File: config.mk
export PLATFORM = sky130hd
export DESIGN_NAME = serv_exec_sequencer
export DESIGN_NICKNAME = d
export VERILOG_FILES = /design/src/rtl/serv_exec_sequencer.sv
export SDC_FILE = /design/constraint.sdc
export NUM_CORES = 1
export LEC_CHECK = 0
export ABC_AREA = 0
export BUFFER_PORTS_ARGS = -buffer_cell sky130_fd_sc_hd__buf_2
export CORE_UTILIZATION = 52
export DETAILED_ROUTE_END_ITERATION = 10
export PLACE_DENSITY = 0.9
export SYNTH_ARGS = -nofsm -noshare
export SYNTH_HDL_FRONTEND = slang
export SYNTH_SLANG_ARGS = --single-unit
File: constraint.sdc
create_clock -name clk -period 4.66 [get_ports clk]
set_input_delay 0.466 -clock clk [delete_from_list [all_inputs] [get_ports clk]]
set_output_delay 0.466 -clock clk [all_outputs]
set_load 0.01 [all_outputs]
File: src/rtl/serv_exec_sequencer.sv
// rtl/serv_exec_sequencer.sv - fetch / init / mem-or-shift / run sequencer for the bit-serial core
// Optional dbus wait timeout: define SERV_SEQ_DBUS_TIMEOUT_EN.
module serv_exec_sequencer #(
  parameter int W            = 1,
  parameter int DBUS_TIMEOUT = 255
) (
  input  logic       clk,
  input  logic       i_rst,
  output logic       o_ibus_cyc,
  input  logic       i_ibus_ack,
  output logic       o_wb_en,
  input  logic       i_two_stage_op,
  input  logic       i_dbus_en,
  input  logic       i_shift_op,
  input  logic       i_sh_done,
  output logic       o_rf_rreq,
  input  logic       i_rf_ready,
  output logic       o_cnt_en,
  output logic [4:0] o_cnt,
  output logic       o_cnt_done,
  output logic       o_init,
  output logic       o_ctrl_pc_en,
  output logic       o_dbus_cyc,
  input  logic       i_dbus_ack,
  output logic       o_dbus_err
);

  localparam logic [4:0] CNT_STEP = 5'(W);
  localparam logic [4:0] CNT_LAST = 5'(32 - W);

  typedef enum logic [2:0] {FETCH, RF_REQ, INIT, MEM, SHIFT, RUN} state_t;

  state_t     state, state_next;
  logic       stage2, stage2_next;
  logic [4:0] cnt_next;
  logic       timeout;

  assign o_wb_en    = o_ibus_cyc & i_ibus_ack;
  assign o_cnt_done = o_cnt_en & (o_cnt == CNT_LAST);

`ifdef SERV_SEQ_DBUS_TIMEOUT_EN
  localparam logic [7:0] WAIT_LAST = 8'(DBUS_TIMEOUT - 1);

  logic [7:0] wait_cnt;
  logic       dbus_err_q;

  // An ack in the final wait cycle suppresses the timeout.
  assign timeout    = (state == MEM) & ~i_dbus_ack & (wait_cnt == WAIT_LAST);
  assign o_dbus_err = dbus_err_q;

  always_ff @(posedge clk or posedge i_rst) begin
    if (i_rst) begin
      wait_cnt   <= '0;
      dbus_err_q <= 1'b0;
    end else begin
      dbus_err_q <= timeout;
      if (state != MEM)
        wait_cnt <= '0;
      else if (!i_dbus_ack)
        wait_cnt <= wait_cnt + 8'd1;
    end
  end
`else
  assign timeout    = 1'b0;
  assign o_dbus_err = 1'b0;
`endif

  always_comb begin
    state_next  = state;
    stage2_next = stage2;
    cnt_next    = '0;
    case (state)
      FETCH: begin
        if (o_wb_en) begin
          state_next  = RF_REQ;
          stage2_next = 1'b0;
        end
      end
      RF_REQ: begin
        if (i_rf_ready)
          state_next = (i_two_stage_op && !stage2) ? INIT : RUN;
      end
      INIT: begin
        if (o_cnt_done) begin
          stage2_next = 1'b1;
          if (i_dbus_en)       state_next = MEM;
          else if (i_shift_op) state_next = SHIFT;
          else                 state_next = RF_REQ;
        end else begin
          cnt_next = o_cnt + CNT_STEP;
        end
      end
      MEM: begin
        if (i_dbus_ack)   state_next = RF_REQ;
        else if (timeout) state_next = FETCH;
      end
      SHIFT: begin
        if (i_sh_done) state_next = RF_REQ;
      end
      RUN: begin
        if (o_cnt_done) state_next = FETCH;
        else            cnt_next = o_cnt + CNT_STEP;
      end
      default: state_next = FETCH;
    endcase
  end

  // Outputs are decoded from the next state so they are registered yet aligned with the state.
  always_ff @(posedge clk or posedge i_rst) begin
    if (i_rst) begin
      state        <= FETCH;
      stage2       <= 1'b0;
      o_cnt        <= '0;
      o_ibus_cyc   <= 1'b0;
      o_rf_rreq    <= 1'b0;
      o_cnt_en     <= 1'b0;
      o_init       <= 1'b0;
      o_ctrl_pc_en <= 1'b0;
      o_dbus_cyc   <= 1'b0;
    end else begin
      state        <= state_next;
      stage2       <= stage2_next;
      o_cnt        <= cnt_next;
      o_ibus_cyc   <= (state_next == FETCH);
      o_rf_rreq    <= (state_next == RF_REQ);
      o_cnt_en     <= (state_next == INIT) || (state_next == RUN);
      o_init       <= (state_next == INIT);
      o_ctrl_pc_en <= (state_next == RUN);
      o_dbus_cyc   <= (state_next == MEM);
    end
  end

endmodule

## Yosys cells after proc, flatten, opt, wreduce, memory -nomap -nowiden

Cells that the tools add are included.

- Logic and storage cells: 47
- Input port bits: 9
- Bits in registers: 15
- Output and inout bits: 14

- Muxes and demuxes: 15
- Bitwise operators: 2
- Eq/ne operators: 12
- Reduce and logical (&&, ||, !) cells: 8
- $add $sub $neg: 1

Operator list:

| cell | count |
|---|---|
| 3-bit two-way mux | 9 |
| 3-bit one-hot mux with 6 select lines | 1 |
| 3-bit by 2-bit equality test with 1-bit output (second input constant) | 4 |
| 5-bit two-way mux | 2 |
| 3-bit equality test (second input constant) | 3 |
| 3-bit by 1-bit equality test with 1-bit output (second input constant) | 2 |
| 3-bit zero test | 2 |
| 5-bit by 1-bit adder with 5-bit output (second input constant) | 1 |
| 5-bit equality test (second input constant) | 1 |
| 2-bit != test (second input constant) | 2 |
| 3-bit AND reduction | 1 |
| 1-bit AND | 2 |
| 1-bit two-way mux | 2 |
| 1-bit one-hot mux with 2 select lines | 1 |
| 2-bit nonzero test | 1 |
| 2-bit OR reduction | 1 |
| 1-bit logical AND | 1 |
| 1-bit zero test | 1 |
| 1-bit logical OR | 1 |

## Longest topological paths before layout

Gate-level depths: netlist of the first run.

- Depth in word-level cells: 7
- Mapped depth: 8
- Gate-level depth less buffers: 8

## Worst setup path before layout of the first run

No wires, ideal clock.

- Kind: reg2reg
- Start: register o_cnt[0]
- End: register o_rf_rreq
- Path slack: 2606 ps
- Stages on the path, launching flop included: 8
- Required time: 4533 ps
- Arrival time: 1927 ps
- Setup time: 127 ps
- Clock period less this slack: 2054 ps
- Path buffers: 0
- Cells stage by stage: dfrtp_1 -> ha_1 -> and3_1 -> ha_1 -> nor4bb_2 -> a32o_1 -> a221o_2 -> nor3b_2

- Word-level cells in the longest chain between the ends: 5
- Elaborated cells between the ends (all ways): 6
- Classes of those cells: eq/ne: 2; mux: 3; bitwise: 1

RTL lines:

| what | line | source |
|---|---|---|
| start, declared | 19 | `output logic [4:0] o_cnt,` |
| start signal, assigned | 123 | `o_cnt <= cnt_next;` |
| 5-bit equality test (*) | 39 | `assign o_cnt_done = o_cnt_en & (o_cnt == CNT_LAST);` |
| 1-bit AND (*) | 39 |  |
| 3-bit two-way mux (on tied branches) | 101, 84 |  |
| 3-bit one-hot mux with 6 select lines (*) | 72 | `case (state)` |
| named net state_next[0] | 33 | `state_t state, state_next;` |
| 3-bit by 1-bit equality test with 1-bit output (*) | 125 | `o_rf_rreq <= (state_next == RF_REQ);` |
| end signal, assigned | 125 |  |
| end, declared | 16 | `output logic o_rf_rreq,` |

Mark *: on every way through the listed nets, which the timed path passes. The rest lies on a longest branch.
A chain may end at the register's enable or synchronous reset.

## Worst setup path in the final report of the first run

Ends and elaborated chain as after synthesis.

==> results of run 1 <==
## area by class of cell
type,instances,area share (%)
clock buffer,4,2.96
inverter,6,2.68
multi-input combinational,48,38.2
sequential,15,42.3
tap,15,2.11
timing repair buffer,21,11.8
## routing by layer
| layer | wire length [um] | vias to the layer above | part of all wire, % |
|---|---|---|---|
| met2 | 659 | 14 | 47 |
| met5 | 0 | - | 0 |
| met1 | 679 | 279 | 48 |
| met3 | 55 | 2 | 3.9 |
| met4 | 21 | 0 | 1.5 |
| li1 | - | 288 | - |
## power groups by stage
stage	clock (mW)	combinational, mW	sequential, mW
floorplan	0	0.194	0.210
global placement	0	0.217	0.224
detailed placement	0	0.223	0.226
CTS	0.0730	0.225	0.224
global route	0.0820	0.248	0.233
finish	0.0724	0.223	0.226
## worst paths after layout
path | end | slack (ps) | start | depth (start not counted)
worst max-delay path | o_rf_rreq$_DFF_PP0_ | 2520 | o_cnt[0]$_DFF_PP0_ | 7
worst min-delay path | o_init$_DFF_PP0_ | 220 | i_rst | 2
worst max register to register | o_rf_rreq$_DFF_PP0_ | 2520 | o_cnt[0]$_DFF_PP0_ | 7
max in group asynchronous | o_cnt[4]$_DFF_PP0_ | 4080 | i_rst | 2
worst min register to register | o_cnt[0]$_DFF_PP0_ | 500 | o_cnt[0]$_DFF_PP0_ | 1
min in group clk | o_cnt[0]$_DFF_PP0_ | 500 | o_cnt[0]$_DFF_PP0_ | 1
## cell usage in the layout (no fill, tap or decap), drive strengths merged, types with 2 or more instances in the layout
cell type	count
nor2	7
nand2	5
clkbuf	4
a21oi	2
nand3b	3
o21ai	4
nand2b	5
inv	5
buf	21
ha	2
dfrtp	15
nor3b	2
## per-stage QoR
stage,instance area (um2),util [%],std cells
5_1_grt,888,66.6,109
3_3_place_gp,862,64.6,105
6_report,888,66.6,109
2_1_floorplan,772,-,73
3_5_place_dp,862,64.6,105
4_1_cts,888,66.6,109
## state kept, by name, indices dropped and copies added, names as in the netlist
name and count:
o_cnt 5, o_cnt_en 1, o_ctrl_pc_en 1, o_dbus_cyc 1, o_ibus_cyc 1, o_init 1
o_rf_rreq 1, stage2 1, state 3
## cells by family after synthesis
family	count (synthesis)
adders and majority gates	2
buffers and inverters	10
and+or+nand+nor	31
DFF	15
xor gates and xnor gates	2
AOI/OAI and AO/OA	12
other	1
==> flow_metrics.env, run 1 <==
export IMPL_status="complete, no violations"
export IMPL_power_share_clock_pct=13.9
export IMPL_clkTransAtPathRegs_ps=90
export IMPL_p_leak_nw=0.473
export IMPL_numCtsBuffers=3
export IMPL_min_period_ps=2140
export IMPL_port_buffers=21
export IMPL_path_common_cell="ha_1"
export IMPL_die_x_um=40.5
export IMPL_drive_above_1_share_pct=34.0
export IMPL_pwr_share_comb_pct=42.8
export IMPL_p_sw_mw=0.208
export IMPL_synth_compound_area_share_pct=12.6
export IMPL_vias_per_cell=5.35
export IMPL_netlist_area_leader_share_pct=48.6
export IMPL_drv_cap=0
export IMPL_slew_viol_final=0
export IMPL_ys_ff_latch=15
export IMPL_yosysMostFrequentCell="dfrtp_1"
export IMPL_fmax_mhz=467
export IMPL_nNetsFinal=106
export IMPL_antenna_found_initial=0
export IMPL_die_y_um=40.5
export IMPL_timing_final_crit_share_pct=45.9
export IMPL_wl_um=1420
export IMPL_n_fill_cell=113
export IMPL_yosys_top_cells_count="15 x dfrtp_1, 7 x nor2_1, 5 x inv_1, 5 x nand2_1, 5 x nand2b_1"
export IMPL_netlist_area_um2=772
export IMPL_critPathKind="reg2reg"
export IMPL_seqCellArea_um2=375
export IMPL_post_drt_wl_per_cell_um=13.0
export IMPL_drt_pass1_iter_count=4
export IMPL_seqPwrFrac_pct=43.3
export IMPL_yosys_area_top_type="dfrtp_1"
export IMPL_synth_area_mux_share_pct=0
export IMPL_post_synth_and_or_nand_nor_area_fraction_pct=25.3
export IMPL_grt_pass1_wl_um=2160
export IMPL_place_gp_congestion=0.742
export IMPL_via_count=583
export IMPL_core_area_mm2=0.00133
export IMPL_htree_levels=1
export IMPL_synth_fa_ha_area_share_pct=3.24
export IMPL_whs_ps=217
export IMPL_switching_share_pct=39.9
export IMPL_cp_start_kind="register"
export IMPL_met1_usage_pct=26.3
export IMPL_end_kind="register"
export IMPL_synth_cell_types=33
export IMPL_postSynthAreaPerCell_um2=10.6
export IMPL_synth_area_top_cells="dfrtp_1 49%, nand2b_1 4.1%, nor2_1 3.4%, ha_1 3.2%, buf_4 2.9%"
export IMPL_ir_drop_mv=0.367
export IMPL_synthArstFlopShare_pct=100
export IMPL_synth_xor_area_share_pct=2.27
export IMPL_die_area_mm2=0.00164
export IMPL_worstPathArrival_ps=2300
export IMPL_drtIter0Drc=8
export IMPL_clockRootBuffer="clkbuf_4"
export IMPL_critPathMaxStageDelay_ps=420
export IMPL_finalPower_mw=0.521
export IMPL_cts_buffer_depth=2
export IMPL_cts_setup_buffers=0
export IMPL_finalSetupViolations=0
export IMPL_hold_viol_final=0
export IMPL_setup_slack_ps=2520
export IMPL_cp_data_required_time_ps=4820
export IMPL_critPathBufInv=0
export IMPL_synth_edf_count=0
export IMPL_clock_latency_ps=280
export IMPL_grtUsageMet3_pct=5.00
export IMPL_met2_usage_pct=33.3
export IMPL_cts_resized=0
export IMPL_finClkSkew_ps=2.83
export IMPL_cts_hold_buf=0
export IMPL_grt_usage_pct=21.2
export IMPL_cellPowerDensity_mw_per_mm2=587
export IMPL_max_slew_margin_pct=63.7
export IMPL_synth_warnings=0
export IMPL_ys_flop_type="dfrtp_1"
export IMPL_grt_pass1_vias=513
export IMPL_cp_max_fo=6
export IMPL_rsz0062_at_grt="no"
export IMPL_start_util_pct=57.9
export IMPL_grt_busiest_layer="met2"
export IMPL_intPower_mw=0.314
export IMPL_multi_input_comb_area_um2=339
export IMPL_synth_top_family_by_area="simple AND/OR/NAND/NOR gates"
export IMPL_syn_to_final_growth_pct=15.1
export IMPL_hpwl_um=1060
export IMPL_tns_ps=0
export IMPL_io_pins=23
export IMPL_path_cells="ha_1 > and3_1 > ha_1 > nor4bb_2 > a32o_1 > a221o_2 > nor3b_2"
export IMPL_antenna_left=0
export IMPL_drc=0
export IMPL_slowest_stage="dfrtp_1"
export IMPL_holdCritPathClass="in2async"
export IMPL_pre_cts_ws_ps=2550
export IMPL_postSynthCellCount=73
export IMPL_clock_sinks=15
export IMPL_synth_nets=84
export IMPL_worst_slew_pin_slew_ps=544
export IMPL_seq_area_frac_synth_pct=48.6
export IMPL_n_antenna_cell=0
export IMPL_grt_max_degree=16
export IMPL_cpLargestDelayFamily="compound AO/OA/AOI/OAI gates"
export IMPL_gr_total_overflow=0
export IMPL_cts_tree="yes"
export IMPL_rows=13
No activity file was read; power rests on OpenSTA's default activity.
==> run 2: changes to the inputs <==
- ABC_AREA: 0 -> 1
- CORE_UTILIZATION: 52 -> 43
- PLACE_DENSITY: 0.9 -> 0.82
- clock period: 4.66 -> 1.75 ns (I/O delays scaled with it)
==> run 2 against run 1 <==
Clock skew barely moved. Final cell count rose by 25%. Count of clock-buffer cells in the layout fell by 1. Global-route usage fell by 4.2 points. Non-clock buffer count rose by 6. Critical path depth rose by 4. Synthesized cell count rose by 25%. Via count rose by 14%. Clock power rose to 2.7 times the previous value. Utilization fell by 4.1 points. Design area rose by 8.5%. Synthesized area fell by 5.0%.
==> flow_metrics.env, run 2 <==
export IMPL_status="complete, no violations"
export IMPL_core_area_mm2=0.00154
export IMPL_regMostFlops="o_cnt"
export IMPL_htree_levels=1
export IMPL_power_share_clock_pct=16.3
export IMPL_critPathKind="reg2reg"
export IMPL_finClkSkew_ps=3.09
export IMPL_post_route_util_pct=62.5
export IMPL_synth_warnings=0
export IMPL_holdCritPathClass="in2reg"
export IMPL_clock_sinks=15
export IMPL_port_buffers=21
export IMPL_synthArstFlopShare_pct=100
export IMPL_cp_max_fo=4
export IMPL_tns_ps=0
export IMPL_ys_flop_type="dfrtp_1"
export IMPL_yosys_top_cells_count="21 x nand2_1, 17 x nor2_1, 15 x dfrtp_1, 12 x inv_1, 9 x nand3_1"
export IMPL_drtIter0Drc=13
export IMPL_wl_um=1520
export IMPL_worst_slew_pin_slew_ps=581
export IMPL_pwr_share_comb_pct=39.8
export IMPL_die_y_um=43.3
export IMPL_syn_to_final_growth_pct=31.4
export IMPL_antenna_left=0
export IMPL_ys_ff_latch=15
export IMPL_largest_reg_flops=5
export IMPL_worstRegToRegCells=11
export IMPL_cp_data_required_time_ps=1960
export IMPL_synth_cell_types=18
export IMPL_critPathMaxStageDelay_ps=360
export IMPL_rows=14
export IMPL_postSynthAreaPerCell_um2=8.06
export IMPL_drive_above_1_share_pct=34.2
export IMPL_numCtsBuffers=3
export IMPL_finalPower_mw=1.20
export IMPL_dp_cells=130
export IMPL_vias_per_cell=4.90
export IMPL_ir_drop_mv=0.730
export IMPL_yosysMostFrequentCell="nand2_1"
export IMPL_synth_edf_count=0
export IMPL_drc=0
export IMPL_switching_share_pct=40.1
export IMPL_synth_nets=102
export IMPL_io_pins=23
export IMPL_n_antenna_cell=0
export IMPL_gr_total_overflow=0
export IMPL_largestRegisters="o_cnt (5), state (3)"
export IMPL_fmax_mhz=611
export IMPL_place_gp_congestion=0.891
export IMPL_yosys_area_top_type="dfrtp_1"
export IMPL_nNetsFinal=132
export IMPL_slowest_stage="dfrtp_1"
export IMPL_hpwl_um=1110
export IMPL_postSynthCellCount=91
export IMPL_cp_start_kind="register"
export IMPL_drt_pass1_iter_count=4
export IMPL_grt_max_degree=16
export IMPL_post_drt_wl_per_cell_um=11.2
export IMPL_grt_pass1_wl_um=2330
export IMPL_grt_pass1_vias=566
export IMPL_intPower_mw=0.719
export IMPL_antenna_found_initial=0
export IMPL_crit_cells=11
export IMPL_start_util_pct=47.6
export IMPL_clkTransAtPathRegs_ps=90
export IMPL_synth_area_top_cells="dfrtp_1 51%, nand2_1 11%, nor2_1 8.7%, nand3_1 6.1%, inv_1 6.1%"
export IMPL_path_common_cell="nand2_2"
export IMPL_final_cell_mix="21 x buf_2, 18 x nand2_1, 16 x nor2_1"
export IMPL_worstPathArrival_ps=1840
export IMPL_min_period_ps=1640
export IMPL_via_count=667
export IMPL_end_kind="register"
export IMPL_hold_viol_final=0
export IMPL_cts_tree="yes"
export IMPL_path_cells="ha_2 > and3_4 > ha_4 > nand2_4 > inv_4 > nand2_2 > nand2_2 > nand2_1 > nor2_2 > nand3_1 > nor2_1"
export IMPL_stdcell_count=136
export IMPL_clock_latency_ps=280
export IMPL_cts_buffer_depth=2
export IMPL_p_leak_nw=0.582
export IMPL_seqPwrFrac_pct=44.0
export IMPL_seq_area_frac_synth_pct=51.2
export IMPL_critPathBufInv=1
export IMPL_max_slew_margin_pct=61.2
export IMPL_drv_cap=0
export IMPL_n_fill_cell=163
export IMPL_netlist_area_leader_share_pct=51.2
export IMPL_cellPowerDensity_mw_per_mm2=1250
export IMPL_whs_path_depth=4
export IMPL_clockRootBuffer="clkbuf_4"
export IMPL_layout_commonest_cell="buf_2"
export IMPL_slew_viol_final=0
export IMPL_netlist_area_um2=733
export IMPL_die_x_um=43.3
export IMPL_die_area_mm2=0.00187
export IMPL_finalSetupViolations=0
export IMPL_timing_final_crit_share_pct=93.5
export IMPL_p_sw_mw=0.482
export IMPL_cpLargestDelayFamily="simple AND/OR/NAND/NOR gates"
export IMPL_grt_usage_pct=17.0
run 2: cell types whose count changed in the layout (fill, tap and decap cells not counted), sizes merged, moves of 2 or more:
cell    delta
buf        +5
nand2b     -5
inv        +7
nor2      +12
nand2     +16
o21a       +2
nor3b      -2
nand3      +8
o21ai      -4
run 2: final timing paths:
kind	endpoint	slack (ps)	from
min in group asynchronous	o_cnt[4]$_DFF_PP0_	490	i_rst
worst min register to register	stage2$_DFFE_PP0P_	500	stage2$_DFFE_PP0P_
worst min-delay path	state[1]$_DFF_PP0_	220	i_dbus_ack
worst max register to register	o_ibus_cyc$_DFF_PP0_	110	o_cnt[1]$_DFF_PP0_
max in group asynchronous	state[2]$_DFF_PP0_	880	i_rst
worst max-delay path	o_ibus_cyc$_DFF_PP0_	110	o_cnt[1]$_DFF_PP0_
run 2: routing by layer:
layer | wire (um) | vias to the layer above | part of all wire, % | global-route usage [%]
li1 | - | 336 | - | -
met1 | 663 | 311 | 44 | 21.3
met2 | 785 | 20 | 52 | 29.6
met3 | 74 | 0 | 4.9 | 4.26
met4 | 0 | 0 | 0 | 3.64
met5 | 0 | - | 0 | 0
run 2: cell type report:
cell class	count	area [um2]	share of cell area, %
inverter	12	47.5	4.94
clock inverter	1	5.00	0.519
multi-input combinational	62	340	35.3
clock buffer	3	22.5	2.34
sequential	15	375	39.0
timing repair buffer	27	153	15.8
tap	16	20.0	2.08
run 2: metrics by stage:
step | worst slack [ps] | hold WS (ps) | instance area [um2]
4_1_cts | 17.6 | 223 | 916
2_1_floorplan | 28.7 | 76.5 | 733
6_report | 113 | 221 | 963
5_1_grt | -55.9 | 232 | 963
3_3_place_gp | 97.3 | 244 | 876
3_5_place_dp | 18.4 | 256 | 876
run 2: cell families (layout without fill, tap and decap cells):
logic type                 count (synthesis)  in the layout  synth area share (%)
and+or+nand+nor                           53             53                  31.1
DFF                                       15             15                  51.2
buffers and inverters                     14             43                  7.85
AOI/OAI and AO/OA                          4              4                  3.58
adders and majority gates                  2              2                  3.41
xor gates and xnor gates                   2              2                  2.39
other                                      1              1                 0.511
run 2: power by group through the flow:
stage                     clock network (mW)  registers, mW  logic (mW)
after floorplan                            0          0.547       0.282
after global placement                     0          0.527       0.453
after detailed placement                   0          0.529       0.460
after CTS                              0.203          0.524       0.466
after global routing                   0.218          0.545       0.538
final                                  0.195          0.528       0.477
run 2: what timing repair did:
action                     CTS  global route
setup buffers                0             1
pin swaps                    0             4
setup endpoints to repair    2             7
hold buffers                 1             0
hold endpoints to repair    15             0
resized for setup            1            11
run 2: worst reg2reg max path: cells and delay by family, from the launching register on:
| kind | cells | cell delay (ps) |
|---|---|---|
| AND/OR/NAND/NOR | 8 | 820 |
| flip-flops | 1 | 360 |
| adder cells (fa/ha/maj) | 2 | 310 |
| buffers and inverters | 1 | 70 |
